===== src/rtl/sipo_pkg.sv =====
// Shared definitions for the serial-in, parallel-out receiver: state encoding,
// default word width and the bit-counter width helper.
package sipo_pkg;

    typedef enum logic [0:0] {
        ST_IDLE  = 1'b0,
        ST_SHIFT = 1'b1
    } sipo_state_t;

    localparam int DEF_WIDTH = 7;

    // Enough bits to index positions 0..width-1, never narrower than one bit.
    function automatic int cnt_width(input int width);
        return (width <= 2) ? 1 : $clog2(width);
    endfunction

endpackage


===== src/rtl/sipo7_rx_if.sv =====
// Serial link plus parallel word output of the receiver; master drives the
// serial side, slave is the receiver.
interface sipo7_rx_if import sipo_pkg::*; #(
    parameter int WIDTH = DEF_WIDTH
) ();

    logic             din;
    logic             bit_en;
    logic             start;
    logic [WIDTH-1:0] dataout;
    logic             data_valid;
    logic             busy;
    logic             abort;

    modport master (
        output din,
        output bit_en,
        output start,
        input  dataout,
        input  data_valid,
        input  busy,
        input  abort
    );

    modport slave (
        input  din,
        input  bit_en,
        input  start,
        output dataout,
        output data_valid,
        output busy,
        output abort
    );

endinterface


===== src/rtl/sipo_bitcnt.sv =====
// Bit-position counter for the receiver: clear, load-to-1 and increment,
// with a terminal-count flag when sitting on the last bit position.
module sipo_bitcnt import sipo_pkg::*; #(
    parameter  int WIDTH = DEF_WIDTH,
    localparam int CW    = cnt_width(WIDTH)
) (
    input  logic          clk,
    input  logic          rst,
    input  logic          clr,
    input  logic          load1,
    input  logic          en,
    output logic [CW-1:0] cnt,
    output logic          tc
);

    localparam logic [CW-1:0] LAST = CW'(WIDTH - 1);

    logic [CW-1:0] cnt_reg;
    logic [CW-1:0] cnt_next;

    // Clear beats load beats increment.
    always_comb begin
        cnt_next = cnt_reg;
        if (clr) begin
            cnt_next = '0;
        end else if (load1) begin
            cnt_next = CW'(1);
        end else if (en) begin
            cnt_next = cnt_reg + CW'(1);
        end
    end

    always_ff @(posedge clk) begin
        if (!rst) begin
            cnt_reg <= '0;
        end else begin
            cnt_reg <= cnt_next;
        end
    end

    assign cnt = cnt_reg;
    assign tc  = (cnt_reg == LAST);

endmodule


===== src/rtl/sipo7_rx.sv =====
// Serial-in, parallel-out receiver: frames words with a start marker, assembles
// WIDTH bits and presents the word with a one-cycle valid strobe.
module sipo7_rx import sipo_pkg::*; #(
    parameter int WIDTH     = DEF_WIDTH,
    parameter bit LSB_FIRST = 1'b1
) (
    input  logic       clk,
    input  logic       rst,
    sipo7_rx_if.slave  bus
);

    localparam int CW = cnt_width(WIDTH);

    sipo_state_t      state_reg;
    sipo_state_t      state_next;
    logic [CW-1:0]    cnt;
    logic             tc;
    logic             cnt_clr;
    logic             cnt_load;
    logic             cnt_en;
    logic             ctl_first;
    logic             ctl_store;
    logic             ctl_done;
    logic             ctl_abort;
    logic [WIDTH-1:0] shift_reg;
    logic [WIDTH-1:0] dataout_reg;
    logic             valid_reg;
    logic             abort_reg;
    logic [WIDTH-1:0] first_mask;
    logic [WIDTH-1:0] wr_mask;
    logic [WIDTH-1:0] first_word;
    logic [WIDTH-1:0] merged_word;

    sipo_bitcnt #(
        .WIDTH (WIDTH)
    ) u_bitcnt (
        .clk   (clk),
        .rst   (rst),
        .clr   (cnt_clr),
        .load1 (cnt_load),
        .en    (cnt_en),
        .cnt   (cnt),
        .tc    (tc)
    );

    // Bit 0 of a frame lands at the low end, or the high end when mirrored;
    // later bits land at position cnt, mirrored the same way.
    genvar gi;
    generate
        for (gi = 0; gi < WIDTH; gi++) begin : g_mask
            assign first_mask[gi] = (LSB_FIRST != 1'b0) ? (gi == 0) : (gi == WIDTH - 1);
            assign wr_mask[gi]    = (cnt == CW'((LSB_FIRST != 1'b0) ? gi : (WIDTH - 1 - gi)));
        end
    endgenerate

    // A new frame starts from an all-zero word so stale bits never leak.
    assign first_word  = first_mask & {WIDTH{bus.din}};
    assign merged_word = shift_reg | (wr_mask & {WIDTH{bus.din}});

    always_ff @(posedge clk) begin
        if (!rst) begin
            state_reg <= ST_IDLE;
        end else begin
            state_reg <= state_next;
        end
    end

    always_comb begin
        state_next = state_reg;
        case (state_reg)
            ST_IDLE: begin
                if (bus.bit_en && bus.start) begin
                    state_next = ST_SHIFT;
                end
            end
            ST_SHIFT: begin
                if (bus.bit_en && !bus.start && tc) begin
                    state_next = ST_IDLE;
                end
            end
            default: state_next = ST_IDLE;
        endcase
    end

    // A start inside a frame wins over everything, including the last bit.
    always_comb begin
        ctl_first = 1'b0;
        ctl_store = 1'b0;
        ctl_done  = 1'b0;
        ctl_abort = 1'b0;
        cnt_clr   = 1'b0;
        cnt_load  = 1'b0;
        cnt_en    = 1'b0;
        case (state_reg)
            ST_IDLE: begin
                if (bus.bit_en && bus.start) begin
                    ctl_first = 1'b1;
                    cnt_load  = 1'b1;
                end
            end
            ST_SHIFT: begin
                if (bus.bit_en) begin
                    if (bus.start) begin
                        ctl_first = 1'b1;
                        ctl_abort = 1'b1;
                        cnt_load  = 1'b1;
                    end else if (tc) begin
                        ctl_done = 1'b1;
                        cnt_clr  = 1'b1;
                    end else begin
                        ctl_store = 1'b1;
                        cnt_en    = 1'b1;
                    end
                end
            end
            default: cnt_clr = 1'b1;
        endcase
    end

    always_ff @(posedge clk) begin
        if (!rst) begin
            shift_reg   <= '0;
            dataout_reg <= '0;
            valid_reg   <= 1'b0;
            abort_reg   <= 1'b0;
        end else begin
            valid_reg <= ctl_done;
            abort_reg <= ctl_abort;
            if (ctl_first) begin
                shift_reg <= first_word;
            end else if (ctl_store) begin
                shift_reg <= merged_word;
            end else if (ctl_done) begin
                shift_reg   <= '0;
                dataout_reg <= merged_word;
            end
        end
    end

    assign bus.dataout    = dataout_reg;
    assign bus.data_valid = valid_reg;
    assign bus.abort      = abort_reg;
    assign bus.busy       = (state_reg == ST_SHIFT);

endmodule


===== src/flat_wrapper.sv =====
// flat-port wrapper written by rule: the top's interface ports become plain ports
module sipo7_rx_flat import sipo_pkg::*;
#(
    parameter int WIDTH     = DEF_WIDTH,
    parameter bit LSB_FIRST = 1'b1
)
  (clk, rst, bus_din, bus_bit_en, bus_start, bus_dataout, bus_data_valid, bus_busy, bus_abort);
  sipo7_rx_if #(.WIDTH(WIDTH)) bus_i ();
  input  logic clk;
  input  logic rst;
  input wire logic [$bits(bus_i.din)-1:0] bus_din;
  input wire logic [$bits(bus_i.bit_en)-1:0] bus_bit_en;
  input wire logic [$bits(bus_i.start)-1:0] bus_start;
  output wire logic [$bits(bus_i.dataout)-1:0] bus_dataout;
  output wire logic [$bits(bus_i.data_valid)-1:0] bus_data_valid;
  output wire logic [$bits(bus_i.busy)-1:0] bus_busy;
  output wire logic [$bits(bus_i.abort)-1:0] bus_abort;
  assign bus_i.din = bus_din;
  assign bus_i.bit_en = bus_bit_en;
  assign bus_i.start = bus_start;
  assign bus_dataout = bus_i.dataout;
  assign bus_data_valid = bus_i.data_valid;
  assign bus_busy = bus_i.busy;
  assign bus_abort = bus_i.abort;
  sipo7_rx #(.WIDTH(WIDTH), .LSB_FIRST(LSB_FIRST)) u_core (.clk(clk), .rst(rst), .bus(bus_i));
endmodule

===== config.mk =====
export PLATFORM = sky130hd
export DESIGN_NAME = sipo7_rx_flat
export DESIGN_NICKNAME = d
export VERILOG_FILES = /design/src/rtl/sipo_pkg.sv /design/src/rtl/sipo7_rx_if.sv /design/src/rtl/sipo_bitcnt.sv /design/src/rtl/sipo7_rx.sv /design/src/flat_wrapper.sv
export SDC_FILE = /design/constraint.sdc
export NUM_CORES = 1
export LEC_CHECK = 0
export ABC_AREA = 0
export CAP_MARGIN = 15
export CELL_PAD_IN_SITES_DETAIL_PLACEMENT = 0
export CELL_PAD_IN_SITES_GLOBAL_PLACEMENT = 1
export CORE_MARGIN = 10
export CORE_UTILIZATION = 40
export DETAILED_ROUTE_END_ITERATION = 10
export PLACE_DENSITY_LB_ADDON = 0.1
export SKIP_CTS_REPAIR_TIMING = 1
export SYNTH_ARGS = -nofsm -noshare
export SYNTH_HDL_FRONTEND = slang
export SYNTH_SLANG_ARGS = --single-unit

===== constraint.sdc =====
create_clock -name clk -period 2.5 [get_ports clk]
set_input_delay 0.375 -clock clk [delete_from_list [all_inputs] [get_ports clk]]
set_output_delay 0.375 -clock clk [all_outputs]
set_load 0.01 [all_outputs]

==> flow_metrics.env <==
export IMPL_status="completed"
export IMPL_drive_above_1_share=0.0680
export IMPL_critical_path_cell_chain="clkdlybuf4s50_1"
export IMPL_synth_seq_area_share=0.475
export IMPL_maxCapViolCount=0
export IMPL_synth_xor_area_share=0
export IMPL_syn_inst=88
export IMPL_hold_violations=0
export IMPL_grt_pass1_vias=673
export IMPL_htreeDepth=1
export IMPL_rsz0062_at_grt="false"
export IMPL_period_minus_slack_ns=1.70
export IMPL_grt_overflow_total=0
export IMPL_max_stage_delay_ns=0.58
export IMPL_syn_area_per_cell_sq_um=9.58
export IMPL_coreArea_sq_um=1980
export IMPL_final_cell_mix="dfxtp_1, clkdlybuf4s50_1, nor2_1"
export IMPL_netlist_cell_type_count=27
export IMPL_ir_worst_vdd_mv=0.321
export IMPL_synth_ff_latch_count=20
export IMPL_fin_worst_skew_ns=0.00177
export IMPL_cts_tree="yes"
export IMPL_critPathRequiredTime_ns=2.12
export IMPL_tns_ns=0
export IMPL_vias=714
export IMPL_wl_per_cell_microns=13.8
export IMPL_worstMarginPinSlew_ns=0.341
export IMPL_critPathMaxFanout=7
export IMPL_fill_cells=184
export IMPL_layout_nets=114
export IMPL_arrival_ns=1.32
export IMPL_gr_usage_all_layers=0.0844
export IMPL_dp_hpwl_microns=1310
export IMPL_synthToLayoutAreaGrowth_pct=23.9
export IMPL_first_pass_iters=4
export IMPL_dieArea_sq_um=4340
export IMPL_num_rows=16
export IMPL_finalHoldWorstSlack_ns=0.442
export IMPL_drtAntennaViolNets=0
export IMPL_endpoint_kind="output port"
export IMPL_die_w_microns=65.9
export IMPL_ios=15
export IMPL_clockRootBuffer="clkbuf_4"
export IMPL_clkTransAtPathRegs_ns=0.12
export IMPL_antenna_found_initial=0
export IMPL_drt_iter0_markers=30
export IMPL_syn_nets=98
export IMPL_layout_commonest_cell="dfxtp_1"
export IMPL_grt_pass1_wl_microns=3000
export IMPL_die_h_microns=65.9
export IMPL_powerDensity_nw_per_um2=604
export IMPL_yosysWarnings=0
export IMPL_crit_family="buffers and inverters"
export IMPL_clock_sinks=20
export IMPL_slew_headroom=0.771
export IMPL_wirelength_microns=1800
export IMPL_drc=0
export IMPL_hp_class="flip-flop to flip-flop"
export IMPL_p_leak_nw=0.372
export IMPL_start_util=0.426
export IMPL_grt_max_degree=13
export IMPL_io_buffers=14
export IMPL_crit_buf_inv=1
export IMPL_clk_latency_ns=0.29
export IMPL_finalMaxSlewViolations=0
export IMPL_synthSimpleGateAreaFrac=0.131
export IMPL_cp_start_kind="flip-flop"
export IMPL_synth_top_family_by_area="compound AO/OA/AOI/OAI gates"
export IMPL_n_antenna_cell=0
export IMPL_min_period_over_period=0.678
export IMPL_gp_congestion=0.725
export IMPL_fmax_ghz=0.590
export IMPL_muxShareOfSynthArea=0
export IMPL_synth_compound_area_frac=0.251
export IMPL_critPathSlowestCell="clkdlybuf4s50_1"
export IMPL_cts_path_max_buffers=2
export IMPL_critPathKind="flip-flop to output port"
export IMPL_finalSetupViolCount=0
export IMPL_numCtsBuffers=3
export IMPL_netlist_area_sq_um=843
export IMPL_via_per_inst=5.49
export IMPL_synthAdderAreaFrac=0.0742
per-layer routing:
layer  up-vias  track usage  part of all wire
met3         2       0.0322             0.091
li1        347            -                 -
met5         -            0                 0
met1       343       0.0999              0.45
met4         0       0.0321            0.0050
met2        22        0.134              0.46
logic make-up (layout without fill, tap and decap cells):
family / after synthesis / after routing
compound gates: 31 / 31
simple gates: 21 / 21
flops: 20 / 20
fa+ha+maj: 5 / 5
buf+inv: 11 / 26
synthesized netlist by cell type:
cell / n / share of area
a311oi_1: 1 / 0.010
clkbuf_2: 2 / 0.012
and3b_1: 1 / 0.010
and2_1: 1 / 0.0074
o21ai_1: 1 / 0.0059
o2bb2ai_1: 7 / 0.073
a21oi_1: 7 / 0.042
a31oi_1: 6 / 0.045
a21boi_2: 1 / 0.013
o21ai_0: 4 / 0.024
ha_1: 5 / 0.074
nand3_1: 2 / 0.012
a221oi_1: 1 / 0.010
buf_6: 2 / 0.027
o211ai_1: 1 / 0.0089
inv_1: 7 / 0.031
nand2_1: 1 / 0.0044
dfxtp_1: 20 / 0.47
or3_1: 1 / 0.0074
nand3b_1: 1 / 0.0089
nor2_1: 9 / 0.040
and3b_2: 1 / 0.012
nor3_1: 2 / 0.012
a21boi_0: 1 / 0.0089
a32oi_1: 1 / 0.010
nand2b_1: 1 / 0.0074
and2b_1: 1 / 0.0089
area by class of cell:
type,instances,area [sq um],area share
inverter,7,26.3,0.0251
clock buffer,3,22.5,0.0216
timing repair buffer,15,148,0.141
clock inverter,1,30.0,0.0287
tap,27,33.8,0.0323
multi-input combinational,57,384,0.368
sequential,20,400,0.383
per-stage QoR:
step                total power (W)  cell area (sq um)  cells  worst slack (ns)   util
floorplan                  0.000357                843     88              1.14      -
global placement           0.000376                992    126             0.634  0.501
detailed placement         0.000376                992    126             0.624  0.501
CTS                        0.000637               1040    130             0.799  0.527
global route               0.000651               1040    130             0.725  0.527
finish                     0.000631               1040    130             0.804  0.527
path summary, 6_finish.rpt:
check | slack [ns] | end | cells after the start | start
min | 0.44 | u_core.shift_reg[6] | 2 | u_core.shift_reg[6]
max reg2reg | 0.87 | u_core.bus.dataout[1] | 5 | u_core.u_bitcnt.cnt[0]
max | 0.80 | bus_busy | 1 | u_core.bus.busy
min reg2reg | 0.44 | u_core.shift_reg[6] | 2 | u_core.shift_reg[6]
power by group:
group | internal (W) | switching [W] | total [W]
Clock | 0.000162 | 0.0000995 | 0.000261
Sequential | 0.000322 | 0.00000449 | 0.000327
Combinational | 0.0000192 | 0.0000232 | 0.0000423
No activity file was read; power rests on OpenSTA's default activity.
